`src/rtl/cheri_tag_arbiter_pkg.sv`:
```
// Shared types for the CHERI capability-tag SRAM arbiter: requester ids, FSM states,
// the SRAM command bundle and the slot write-mask helper.
package cheri_tag_pkg;

  localparam int unsigned TagDefNumLines = 256;
  localparam int unsigned TagDefPerLine  = 4;
  localparam int unsigned TagDefIdxW     = $clog2(TagDefNumLines);
  localparam int unsigned TagDefOffW     = (TagDefPerLine > 1) ? $clog2(TagDefPerLine) : 1;

  typedef enum logic [1:0] {
    TagReqStore,
    TagReqRefill,
    TagReqSweep
  } tag_req_e;

  typedef enum logic {
    TagArbInit,
    TagArbRun
  } tag_arb_state_e;

  typedef struct packed {
    logic                     req;
    logic                     we;
    logic [TagDefIdxW-1:0]    addr;
    logic [TagDefPerLine-1:0] wmask;
    logic [TagDefPerLine-1:0] wdata;
  } tag_sram_req_t;

  // Write mask selecting the single tag slot addressed by a store.
  function automatic logic [TagDefPerLine-1:0] tag_onehot(input logic [TagDefOffW-1:0] off);
    logic [TagDefPerLine-1:0] mask;
    mask      = '0;
    mask[off] = 1'b1;
    return mask;
  endfunction

endpackage

```
`src/rtl/cheri_tag_arbiter_if.sv`:
```
// Requester, response and SRAM-port signals of the tag arbiter.
// Perf counter outputs exist only when CHERI_TAG_ARB_PERF_EN is defined.
interface cheri_tag_arbiter_if #(
  parameter int unsigned NumLines    = 256,
  parameter int unsigned TagsPerLine = 4
);
  localparam int unsigned IdxW = $clog2(NumLines);
  localparam int unsigned OffW = (TagsPerLine > 1) ? $clog2(TagsPerLine) : 1;

  logic                   init_done_o;
  logic                   st_req_i;
  logic                   st_gnt_o;
  logic [IdxW-1:0]        st_idx_i;
  logic [OffW-1:0]        st_off_i;
  logic                   st_tag_i;
  logic                   rf_req_i;
  logic                   rf_gnt_o;
  logic [IdxW-1:0]        rf_idx_i;
  logic                   rf_rvalid_o;
  logic [TagsPerLine-1:0] rf_rtags_o;
  logic                   sw_req_i;
  logic                   sw_gnt_o;
  logic [IdxW-1:0]        sw_idx_i;
  logic                   sw_rvalid_o;
  logic [TagsPerLine-1:0] sw_rtags_o;
  logic                   sram_req_o;
  logic                   sram_we_o;
  logic [IdxW-1:0]        sram_addr_o;
  logic [TagsPerLine-1:0] sram_wmask_o;
  logic [TagsPerLine-1:0] sram_wdata_o;
  logic [TagsPerLine-1:0] sram_rdata_i;
`ifdef CHERI_TAG_ARB_PERF_EN
  logic [31:0]            perf_st_conflict_o;
  logic [31:0]            perf_rf_stall_o;
  logic [31:0]            perf_sw_promote_o;
`endif

  modport slave (
`ifdef CHERI_TAG_ARB_PERF_EN
    output perf_st_conflict_o, perf_rf_stall_o, perf_sw_promote_o,
`endif
    input  st_req_i, st_idx_i, st_off_i, st_tag_i, rf_req_i, rf_idx_i,
    input  sw_req_i, sw_idx_i, sram_rdata_i,
    output init_done_o, st_gnt_o, rf_gnt_o, rf_rvalid_o, rf_rtags_o,
    output sw_gnt_o, sw_rvalid_o, sw_rtags_o,
    output sram_req_o, sram_we_o, sram_addr_o, sram_wmask_o, sram_wdata_o
  );

  modport master (
`ifdef CHERI_TAG_ARB_PERF_EN
    input  perf_st_conflict_o, perf_rf_stall_o, perf_sw_promote_o,
`endif
    output st_req_i, st_idx_i, st_off_i, st_tag_i, rf_req_i, rf_idx_i,
    output sw_req_i, sw_idx_i, sram_rdata_i,
    input  init_done_o, st_gnt_o, rf_gnt_o, rf_rvalid_o, rf_rtags_o,
    input  sw_gnt_o, sw_rvalid_o, sw_rtags_o,
    input  sram_req_o, sram_we_o, sram_addr_o, sram_wmask_o, sram_wdata_o
  );

endinterface

```
`src/rtl/cheri_tag_arbiter_prio_sel.sv`:
```
// Three-way one-hot priority selector for the tag SRAM port.
// Normal order store > refill > sweep; an aged sweep jumps to the front.
module cheri_tag_prio_sel (
  input  logic en,
  input  logic aged,
  input  logic st_req,
  input  logic rf_req,
  input  logic sw_req,
  output logic st_gnt,
  output logic rf_gnt,
  output logic sw_gnt
);

  always_comb begin
    st_gnt = 1'b0;
    rf_gnt = 1'b0;
    sw_gnt = 1'b0;
    if (en) begin
      if (aged && sw_req) begin
        sw_gnt = 1'b1;
      end else if (st_req) begin
        st_gnt = 1'b1;
      end else if (rf_req) begin
        rf_gnt = 1'b1;
      end else if (sw_req) begin
        sw_gnt = 1'b1;
      end
    end
  end

endmodule

```
`src/rtl/cheri_tag_arbiter.sv`:
```
// Single-port CHERI tag SRAM arbiter: clears the array after reset, then shares the
// port between store, refill and sweep. Optional perf counters: CHERI_TAG_ARB_PERF_EN.
//
// state      | meaning
// TagArbInit | writing zeros to row init_cnt_q, no grants
// TagArbRun  | arbitration live, one grant per cycle
module cheri_tag_arbiter
  import cheri_tag_pkg::*;
#(
  parameter int unsigned NumLines     = TagDefNumLines,
  parameter int unsigned TagsPerLine  = TagDefPerLine,
  parameter int unsigned SweepMaxWait = 15,
  parameter int unsigned IdxW         = $clog2(NumLines),
  parameter int unsigned OffW         = (TagsPerLine > 1) ? $clog2(TagsPerLine) : 1
) (
  input  logic                clk_i,
  input  logic                rst_i,
  cheri_tag_arbiter_if.slave  bus
);

  localparam int unsigned WaitW = $clog2(SweepMaxWait + 1);

  tag_arb_state_e state_q, state_d;
  logic [IdxW-1:0]  init_cnt_q;
  logic [WaitW-1:0] sw_wait_q;
  logic             rd_valid_q;
  tag_req_e         rd_owner_q;
  logic             run, aged;
  logic             st_gnt, rf_gnt, sw_gnt;
  tag_sram_req_t    sram_cmd;

  assign run  = (state_q == TagArbRun);
  assign aged = bus.sw_req_i && (sw_wait_q == WaitW'(SweepMaxWait));

  cheri_tag_prio_sel u_prio_sel (
    .en     (run),
    .aged   (aged),
    .st_req (bus.st_req_i),
    .rf_req (bus.rf_req_i),
    .sw_req (bus.sw_req_i),
    .st_gnt (st_gnt),
    .rf_gnt (rf_gnt),
    .sw_gnt (sw_gnt)
  );

  always_ff @(posedge clk_i) begin
    if (rst_i) begin
      state_q    <= TagArbInit;
      init_cnt_q <= '0;
    end else begin
      state_q <= state_d;
      if (!run) init_cnt_q <= init_cnt_q + 1'b1;
    end
  end

  always_comb begin
    state_d = state_q;
    case (state_q)
      TagArbInit: if (init_cnt_q == IdxW'(NumLines - 1)) state_d = TagArbRun;
      TagArbRun:  state_d = TagArbRun;
      default:    state_d = TagArbInit;
    endcase
  end

  always_ff @(posedge clk_i) begin
    if (rst_i) begin
      sw_wait_q <= '0;
    end else if (!bus.sw_req_i || sw_gnt) begin
      sw_wait_q <= '0;
    end else if (sw_wait_q != WaitW'(SweepMaxWait)) begin
      sw_wait_q <= sw_wait_q + 1'b1;
    end
  end

  // Accesses never overlap, so a read granted right after a store sees the new bit.
  always_ff @(posedge clk_i) begin
    if (rst_i) begin
      rd_valid_q <= 1'b0;
      rd_owner_q <= TagReqRefill;
    end else begin
      rd_valid_q <= rf_gnt || sw_gnt;
      rd_owner_q <= sw_gnt ? TagReqSweep : TagReqRefill;
    end
  end

  always_comb begin
    sram_cmd = '0;
    if (!run) begin
      sram_cmd.req   = 1'b1;
      sram_cmd.we    = 1'b1;
      sram_cmd.addr  = init_cnt_q;
      sram_cmd.wmask = '1;
    end else if (st_gnt) begin
      sram_cmd.req   = 1'b1;
      sram_cmd.we    = 1'b1;
      sram_cmd.addr  = bus.st_idx_i;
      sram_cmd.wmask = tag_onehot(bus.st_off_i);
      sram_cmd.wdata = {TagsPerLine{bus.st_tag_i}};
    end else if (rf_gnt) begin
      sram_cmd.req   = 1'b1;
      sram_cmd.addr  = bus.rf_idx_i;
    end else if (sw_gnt) begin
      sram_cmd.req   = 1'b1;
      sram_cmd.addr  = bus.sw_idx_i;
    end
  end

  assign bus.init_done_o  = run;
  assign bus.st_gnt_o     = st_gnt;
  assign bus.rf_gnt_o     = rf_gnt;
  assign bus.sw_gnt_o     = sw_gnt;
  assign bus.rf_rvalid_o  = rd_valid_q && (rd_owner_q == TagReqRefill);
  assign bus.sw_rvalid_o  = rd_valid_q && (rd_owner_q == TagReqSweep);
  assign bus.rf_rtags_o   = bus.sram_rdata_i;
  assign bus.sw_rtags_o   = bus.sram_rdata_i;
  assign bus.sram_req_o   = sram_cmd.req;
  assign bus.sram_we_o    = sram_cmd.we;
  assign bus.sram_addr_o  = sram_cmd.addr;
  assign bus.sram_wmask_o = sram_cmd.wmask;
  assign bus.sram_wdata_o = sram_cmd.wdata;

`ifdef CHERI_TAG_ARB_PERF_EN
  logic [31:0] perf_st_conflict_q, perf_rf_stall_q, perf_sw_promote_q;

  always_ff @(posedge clk_i) begin
    if (rst_i) begin
      perf_st_conflict_q <= '0;
      perf_rf_stall_q    <= '0;
      perf_sw_promote_q  <= '0;
    end else if (run) begin
      if (bus.st_req_i && !st_gnt) perf_st_conflict_q <= perf_st_conflict_q + 32'd1;
      if (bus.rf_req_i && !rf_gnt) perf_rf_stall_q    <= perf_rf_stall_q + 32'd1;
      if (aged && sw_gnt)          perf_sw_promote_q  <= perf_sw_promote_q + 32'd1;
    end
  end

  assign bus.perf_st_conflict_o = perf_st_conflict_q;
  assign bus.perf_rf_stall_o    = perf_rf_stall_q;
  assign bus.perf_sw_promote_o  = perf_sw_promote_q;
`endif

endmodule

```
`src/flat_wrapper.sv`:
```
// flat-port wrapper written by rule: the top's interface ports become plain ports
module cheri_tag_arbiter_flat import cheri_tag_pkg::*;
#(
  parameter int unsigned NumLines     = TagDefNumLines,
  parameter int unsigned TagsPerLine  = TagDefPerLine,
  parameter int unsigned SweepMaxWait = 15,
  parameter int unsigned IdxW         = $clog2(NumLines),
  parameter int unsigned OffW         = (TagsPerLine > 1) ? $clog2(TagsPerLine) : 1
)
  (clk_i, rst_i, bus_st_req_i, bus_st_idx_i, bus_st_off_i, bus_st_tag_i, bus_rf_req_i, bus_rf_idx_i, bus_sw_req_i, bus_sw_idx_i, bus_sram_rdata_i, bus_init_done_o, bus_st_gnt_o, bus_rf_gnt_o, bus_rf_rvalid_o, bus_rf_rtags_o, bus_sw_gnt_o, bus_sw_rvalid_o, bus_sw_rtags_o, bus_sram_req_o, bus_sram_we_o, bus_sram_addr_o, bus_sram_wmask_o, bus_sram_wdata_o);
  cheri_tag_arbiter_if #(.NumLines(NumLines), .TagsPerLine(TagsPerLine)) bus_i ();
  input  logic clk_i;
  input  logic rst_i;
  input wire logic [$bits(bus_i.st_req_i)-1:0] bus_st_req_i;
  input wire logic [$bits(bus_i.st_idx_i)-1:0] bus_st_idx_i;
  input wire logic [$bits(bus_i.st_off_i)-1:0] bus_st_off_i;
  input wire logic [$bits(bus_i.st_tag_i)-1:0] bus_st_tag_i;
  input wire logic [$bits(bus_i.rf_req_i)-1:0] bus_rf_req_i;
  input wire logic [$bits(bus_i.rf_idx_i)-1:0] bus_rf_idx_i;
  input wire logic [$bits(bus_i.sw_req_i)-1:0] bus_sw_req_i;
  input wire logic [$bits(bus_i.sw_idx_i)-1:0] bus_sw_idx_i;
  input wire logic [$bits(bus_i.sram_rdata_i)-1:0] bus_sram_rdata_i;
  output wire logic [$bits(bus_i.init_done_o)-1:0] bus_init_done_o;
  output wire logic [$bits(bus_i.st_gnt_o)-1:0] bus_st_gnt_o;
  output wire logic [$bits(bus_i.rf_gnt_o)-1:0] bus_rf_gnt_o;
  output wire logic [$bits(bus_i.rf_rvalid_o)-1:0] bus_rf_rvalid_o;
  output wire logic [$bits(bus_i.rf_rtags_o)-1:0] bus_rf_rtags_o;
  output wire logic [$bits(bus_i.sw_gnt_o)-1:0] bus_sw_gnt_o;
  output wire logic [$bits(bus_i.sw_rvalid_o)-1:0] bus_sw_rvalid_o;
  output wire logic [$bits(bus_i.sw_rtags_o)-1:0] bus_sw_rtags_o;
  output wire logic [$bits(bus_i.sram_req_o)-1:0] bus_sram_req_o;
  output wire logic [$bits(bus_i.sram_we_o)-1:0] bus_sram_we_o;
  output wire logic [$bits(bus_i.sram_addr_o)-1:0] bus_sram_addr_o;
  output wire logic [$bits(bus_i.sram_wmask_o)-1:0] bus_sram_wmask_o;
  output wire logic [$bits(bus_i.sram_wdata_o)-1:0] bus_sram_wdata_o;
  assign bus_i.st_req_i = bus_st_req_i;
  assign bus_i.st_idx_i = bus_st_idx_i;
  assign bus_i.st_off_i = bus_st_off_i;
  assign bus_i.st_tag_i = bus_st_tag_i;
  assign bus_i.rf_req_i = bus_rf_req_i;
  assign bus_i.rf_idx_i = bus_rf_idx_i;
  assign bus_i.sw_req_i = bus_sw_req_i;
  assign bus_i.sw_idx_i = bus_sw_idx_i;
  assign bus_i.sram_rdata_i = bus_sram_rdata_i;
  assign bus_init_done_o = bus_i.init_done_o;
  assign bus_st_gnt_o = bus_i.st_gnt_o;
  assign bus_rf_gnt_o = bus_i.rf_gnt_o;
  assign bus_rf_rvalid_o = bus_i.rf_rvalid_o;
  assign bus_rf_rtags_o = bus_i.rf_rtags_o;
  assign bus_sw_gnt_o = bus_i.sw_gnt_o;
  assign bus_sw_rvalid_o = bus_i.sw_rvalid_o;
  assign bus_sw_rtags_o = bus_i.sw_rtags_o;
  assign bus_sram_req_o = bus_i.sram_req_o;
  assign bus_sram_we_o = bus_i.sram_we_o;
  assign bus_sram_addr_o = bus_i.sram_addr_o;
  assign bus_sram_wmask_o = bus_i.sram_wmask_o;
  assign bus_sram_wdata_o = bus_i.sram_wdata_o;
  cheri_tag_arbiter #(.NumLines(NumLines), .TagsPerLine(TagsPerLine), .SweepMaxWait(SweepMaxWait), .IdxW(IdxW), .OffW(OffW)) u_core (.clk_i(clk_i), .rst_i(rst_i), .bus(bus_i));
endmodule
```
`config.mk`:
```
export PLATFORM = sky130hd
export DESIGN_NAME = cheri_tag_arbiter_flat
export DESIGN_NICKNAME = d
export VERILOG_FILES = /design/src/rtl/cheri_tag_arbiter_pkg.sv /design/src/rtl/cheri_tag_arbiter_if.sv /design/src/rtl/cheri_tag_arbiter_prio_sel.sv /design/src/rtl/cheri_tag_arbiter.sv /design/src/flat_wrapper.sv
export SDC_FILE = /design/constraint.sdc
export NUM_CORES = 1
export LEC_CHECK = 0
export ABC_CLOCK_PERIOD_IN_PS = 4400
export CAP_MARGIN = 20
export CORE_MARGIN = 2
export CORE_UTILIZATION = 39
export DETAILED_ROUTE_END_ITERATION = 6
export PLACE_DENSITY = 0.84
export SLEW_MARGIN = 20
export SYNTH_ARGS = -nofsm -noshare
export SYNTH_HDL_FRONTEND = slang
export SYNTH_HIERARCHICAL = 1
export SYNTH_SLANG_ARGS = --single-unit
```
`constraint.sdc`:
```
create_clock -name clk_i -period 4.4 [get_ports clk_i]
set_clock_uncertainty 0.05 [all_clocks]
set_input_delay 0.88 -clock clk_i [delete_from_list [all_inputs] [get_ports clk_i]]
set_output_delay 0.88 -clock clk_i [all_outputs]
set_load 0.05 [all_outputs]
```
==> impl_metrics.csv, run 1 <==
group,metric,value,unit
status,status,"finished, final reports clean",
die,rows,18,
detailed_routing,vias_per_cell,5.686,
timing,finalWorstPathRequiredPeriod,4.082,ns
detailed_routing,wire_per_inst,14.28,microns
die,start_util,0.4191,
worst_setup_path,crit_path_start_kind,"input pin",
place,dp_hpwl,2.327,mm
timing,worstMarginPinSlew,0.5645,ns
die,coreArea,2522,sq um
hold_path,hold_class,"register to register",
place,pre_cts_ws,0.3513,ns
logic_synthesis,ys_top_cells_by_area,"dfxtp_1, buf_4, a221oi_1, o21ai_0, nor2_1",
timing,timing.final.ws_setup,0.3178,ns
timing,setup_viol,0,
timing,report.final.hold_viol_count,0,
logic_synthesis,synth-seq-cells,16,
die,dieWidth,56.07,microns
final_layout,drive_above_1_share,0.1056,
logic_synthesis,syn_avg_cell_area,7.661,sq um
power_and_ir_drop,p_per_area,186.6,nW/um^2
final_layout,antennaDiodeCount,0,
logic_synthesis,synthTopCellsByCount,"dfxtp_1, nor2_1, o21ai_0, buf_4",
detailed_routing,drt_iter0_markers,24,
clock_tree,cts_sinks,16,
detailed_routing,postRouteAntennaNets,0,
clock_tree,cts_tree,"done",
clock_tree,cts.clk_slew.worst_paths,0.09,ns
timing,report.final.slew_viol_count,0,
final_layout,nets,219,
logic_synthesis,post-synth-top-area-fraction,0.3030,
logic_synthesis,netlist_instances,138,
logic_synthesis,yosysSeqAreaShare,0.3030,
power_and_ir_drop,ir_worst_vdd,0.1697,mV
worst_setup_path,critPathArrivalTime,3.15,ns
timing,hold_slack,0.4655,ns
timing,max_freq,245.0,MHz
detailed_routing,drc_errors,0,
global_route,grt_pass1_wl,4.774,mm
clock_tree,clk_path_buf_depth,2,
clock_tree,post_cts_buffers,0,
logic_synthesis,synthFlopType,"dfxtp_1",
flow_run,cap_violations,0,
die,dieHeight,56.07,microns
logic_synthesis,synthesis.nets,176,
global_route,grt_pass1_vias,1075,
logic_synthesis,synth-async-reset-ratio,0,
hold_path,worst_hold_path.num_cells,2,
logic_synthesis,synth_edf_count,0,
timing,tns,0,ns
logic_synthesis,yosysUniqueCellTypes,34,
timing,finalCritPeriodShare,0.9278,
worst_setup_path,critPathCaptureType,"primary output",
clock_tree,cts_resized,0,
clock_tree,cts_root_buffer,"clkbuf_4",
detailed_routing,wl,2.999,mm
logic_synthesis,yosysTopAreaCell,"dfxtp_1",
logic_synthesis,syn_area,1057,sq um
place,gp_congestion,0.8782,
die,dieArea,3143,sq um
timing,slew_headroom,0.6229,
place,numPortBuffers,55,
global_route,antenna_found_initial,0,
logic_synthesis,synth.most_common_cell,"dfxtp_1",
final_layout,fin_cells,210,
clock_tree,ctsHoldBuffers,0,
clock_tree,cts_made_buffers,3,
clock_tree,clock_latency,0.28,ns
worst_setup_path,crit_type,"input pin to primary output",
global_route,grt_overflow,0,
clock_tree,cts.htree.levels,1,
worst_setup_path,reg2reg_depth,6,
timing,rsz0062_at_grt,"false",
final_layout,areaGrowthSynthToFinish,57.04,%
global_route,grt_usage,0.1912,
place,dpl.cell_count,206,
global_route,grt_max_degree,29,
power_and_ir_drop,p_leak,0.6389,nW
detailed_routing,vias,1194,
worst_setup_path,worstPathRequired,3.47,ns
worst_setup_path,crit_path_max_fanout,11,
die,io_pins,68,
logic_synthesis,synth_warnings,6,
detailed_routing,first_pass_iters,4,
cells by family after synthesis:
family,share of synthesized area
adder cells (fa/ha/maj),0.02366
AO/OA/AOI/OAI,0.2343
buffers and inverters,0.1503
XOR/XNOR,0.03314
flip-flops,0.3030
AND/OR/NAND/NOR,0.2367
multiplexers,0.01894
layout by cell type, fill, tap and decap left out, types with 3 or more instances in the layout:
cell / n
clkdlybuf4s50_1: 44
dfxtp_1: 16
nor2_1: 15
o21ai_0: 12
inv_1: 10
nand2_1: 10
buf_12: 9
a221oi_1: 8
o22ai_1: 7
nand3_1: 5
buf_4: 4
or3_1: 4
a21oi_1: 4
clkbuf_4: 3
xnor2_1: 3
layer usage:
metal,part of all wire,global-route usage,vias to the layer above
met2,0.47,0.3109,67
met1,0.41,0.2334,554
met3,0.097,0.04186,10
li1,-,-,563
met5,0,0,-
met4,0.025,0.1020,0
through the flow:
step	cell area (sq um)	utilization	total power (W)
after floorplan	1057	-	0.0001946
after global placement	1624	0.6438	0.0002164
after CTS	1660	0.6582	0.0003129
final	1660	0.6582	0.0003099
after global routing	1660	0.6582	0.0003229
after detailed placement	1624	0.6438	0.0002176
state kept, by name, summed over array words and instances (netlist names):
signal	count
u_core/rd_owner_q	2
u_core/bus.init_done_o	1
u_core/sw_wait_q	4
u_core/rd_valid_q	1
u_core/init_cnt_q	8
worst max-delay path: stages:
cell	delay [ns]
clkdlybuf4s50_1	0.51
inv_1	0.07
nor2_1	0.14
nand2_1	0.08
and4b_1	0.30
nor2b_1	0.50
a221oi_1	0.18
o22ai_1	0.30
buf_12	0.18
worst paths after layout:
kind / from / to / slack [ns]
setup / recovery: bus_sw_req_i / bus_sram_addr_o[5] / 0.32
hold reg to reg: u_core/init_cnt_q[7] / u_core/init_cnt_q[7] / 0.47
hold / removal: u_core/init_cnt_q[7] / u_core/init_cnt_q[7] / 0.47
setup reg to reg: u_core/sw_wait_q[0] / u_core/sw_wait_q[2] / 2.48
power breakdown:
| part | total, W | internal (W) | switching (W) |
|---|---|---|---|
| registers | 0.000153 | 0.000148 | 0.00000462 |
| clock network | 0.0000955 | 0.0000503 | 0.0000452 |
| logic | 0.0000618 | 0.0000384 | 0.0000234 |
final cells by class:
type / instances / area (sq um)
multi-input cells: 93 / 578.1
fillers: 220 / 862.1
inverters: 10 / 37.54
well taps: 30 / 37.54
clock buffers: 4 / 36.28
repair buffers: 57 / 650.6
flip-flops and latches: 16 / 320.3
No activity file was read; power rests on OpenSTA's default activity.
==> run 2: changes to the inputs <==
Settings changed: CTS_CLUSTER_SIZE from default to 20.
==> results of run 2 <==
Same layout as run 1: the final DEF is identical, and so are final timing and power.
==> run 3: changes to the inputs <==
Settings changed: RECOVER_POWER from default to 100.
==> impl_metrics.csv, run 3 (synthesis gave the netlist of run 1 again) <==
group,metric,value,unit
status,status,"finished, final reports clean",
global_route,grt_max_degree,29,
hold_path,min_to,"u_core/init_cnt_q[7]",
power_and_ir_drop,p_per_area,189.4,nW/um^2
die,rows,18,
power_and_ir_drop,p_switching,0.00007295,W
final_layout,reg.largest.list,"u_core/init_cnt_q (8), u_core/sw_wait_q (4), u_core/rd_owner_q (2)",
global_route,antenna_found_initial,0,
final_layout,drive_above_1_share,0.08889,
die,dieArea,3143,sq um
final_layout,areaGrowthSynthToFinish,52.54,%
final_layout,ff_latch_area,320.3,sq um
die,coreArea,2522,sq um
die,dieHeight,56.07,microns
worst_setup_path,crit_path_max_fanout,11,
final_layout,multiInputGateArea,578.1,sq um
timing,tns,0,ns
detailed_routing,drc_errors,0,
place,numPortBuffers,55,
final_layout,largest_reg_flops,8,
hold_path,hold_class,"register to register",
clock_tree,cts_sinks,16,
clock_tree,cts.clk_slew.worst_paths,0.09,ns
flow_run,cap_violations,0,
detailed_routing,first_pass_iters,4,
clock_tree,cts_root_buffer,"clkbuf_4",
detailed_routing,postRouteAntennaNets,0,
worst_setup_path,crit_path_start_kind,"input pin",
final_layout,mostFrequentLayoutCells,"clkdlybuf4s50_1, dfxtp_1, nor2_1",
timing,finalCritPeriodShare,0.9472,
place,dp_hpwl,2.327,mm
worst_setup_path,crit_type,"input pin to primary output",
power_and_ir_drop,seqPwrFrac,0.500,
worst_setup_path,rr_startpoint,"u_core/sw_wait_q[0]",
power_and_ir_drop,comb_power_share,0.186,
timing,finalWorstPathRequiredPeriod,4.168,ns
detailed_routing,vias,1186,
detailed_routing,vias_per_cell,5.648,
die,start_util,0.4191,
detailed_routing,wl,3.019,mm
clock_tree,clk_path_buf_depth,2,
clock_tree,cts.htree.levels,1,
power_and_ir_drop,switching_share,0.2389,
worst_setup_path,critPathCaptureType,"primary output",
timing,rsz0062_at_grt,"false",
power_and_ir_drop,ir_worst_vdd,0.1702,mV
power_and_ir_drop,clkPwrFrac,0.314,
worst_setup_path,rrSetupSlack,2.47,ns
global_route,grt_pass1_wl,4.774,mm
power_and_ir_drop,p_leak,0.6410,nW
detailed_routing,wire_per_inst,14.38,microns
timing,worstMarginPinSlew,0.6020,ns
global_route,grt_usage,0.1912,
clock_tree,ctsHoldBuffers,0,
clock_tree,post_cts_buffers,0,
clock_tree,cts_resized,0,
die,dieWidth,56.07,microns
final_layout,fin_cells,210,
place,gp_congestion,0.8782,
final_layout,layout_commonest_cell,"clkdlybuf4s50_1",
timing,report.final.slew_viol_count,0,
worst_setup_path,critPathArrivalTime,3.24,ns
timing,report.final.hold_viol_count,0,
place,dpl.cell_count,206,
hold_path,worst_hold_path.num_cells,2,
worst_setup_path,worstPathRequired,3.47,ns
power_and_ir_drop,power.internal,0.0002324,W
clock_tree,clock_latency,0.28,ns
worst_setup_path,reg2reg_depth,6,
worst_setup_path,r2r-end,"u_core/sw_wait_q[2]",
power_and_ir_drop,report.power.total,0.0003054,W
final_layout,regMostFlops,"u_core/init_cnt_q",
clock_tree,cts_tree,"done",
final_layout,post-route-util,0.6394,
die,io_pins,68,
timing,setup_viol,0,
global_route,grt_overflow,0,
final_layout,nets,219,
timing,max_freq,239.9,MHz
timing,slew_headroom,0.5978,
clock_tree,cts_made_buffers,3,
detailed_routing,drt_iter0_markers,24,
hold_path,worstHoldStart,"u_core/init_cnt_q[7]",
global_route,grt_pass1_vias,1075,
final_layout,fillers,230,
final_layout,antennaDiodeCount,0,
run 3: changes by cell type in the layout (fill, tap and decap cells not counted):
| cell | change |
|---|---|
| dlygate4sd3_1 | +14 |
| clkdlybuf4s50_1 | -14 |
| clkbuf_2 | +1 |
| clkdlybuf4s15_2 | +1 |
| buf_4 | -2 |
| clkbuf_1 | +3 |
| buf_12 | -3 |
run 3: how the worst max path moves through the flow:
stage	cells past startpoint	startpoint	end	slack (ns)
final	9	bus_sw_req_i	bus_sram_addr_o[1]	0.23
after global routing	9	bus_sw_req_i	bus_sram_addr_o[1]	0.04
after CTS	9	bus_sw_req_i	bus_sram_addr_o[5]	0.34
after detailed placement	9	bus_sw_req_i	bus_sram_addr_o[5]	0.35
after global placement	9	bus_sw_req_i	bus_sram_addr_o[2]	0.47
after floorplan	7	bus_sw_req_i	bus_sram_wmask_o[0]	0.37
run 3: worst max-delay path: stages:
cell,delay (ns)
clkdlybuf4s50_1,0.50
inv_1,0.07
nor2_1,0.14
nand2_1,0.08
and4b_1,0.30
nor2b_1,0.53
a221oi_1,0.16
o22ai_1,0.17
clkdlybuf4s15_2,0.39
run 3: power by group through the flow:
stage	combinational, W	clock (W)	sequential, W
finish	0.0000567	0.0000960	0.000153
CTS	0.0000622	0.0000980	0.000153
detailed placement	0.0000617	0	0.000156
global route	0.0000604	0.000104	0.000153
floorplan	0.0000393	0	0.000155
global placement	0.0000605	0	0.000156
run 3: area by class of cell:
type	instances	area share
Clock buffer	4	0.02250
Sequential cell	16	0.1986
Timing Repair Buffer	57	0.3739
Multi-Input combinational cell	93	0.3584
Inverter	10	0.02327
Tap cell	30	0.02327
run 3: routing by layer:
metal | share of wire | track usage | wire length, microns | vias to the layer above
met1 | 0.43 | 0.2334 | 1288 | 552
met2 | 0.46 | 0.3109 | 1377 | 61
met3 | 0.091 | 0.04186 | 274 | 10
met5 | 0 | 0 | 0 | -
met4 | 0.026 | 0.1020 | 80 | 0
li1 | - | - | - | 563
run 3: through the flow:
stage | setup WS, ns | hold slack (ns) | cell area (sq um)
5_1_grt | 0.04349 | 0.4950 | 1613
3_3_place_gp | 0.4681 | 0.4254 | 1624
6_report | 0.2324 | 0.4683 | 1613
4_1_cts | 0.3372 | 0.4661 | 1660
3_5_place_dp | 0.3513 | 0.4538 | 1624
2_1_floorplan | 0.3748 | 0.4110 | 1057
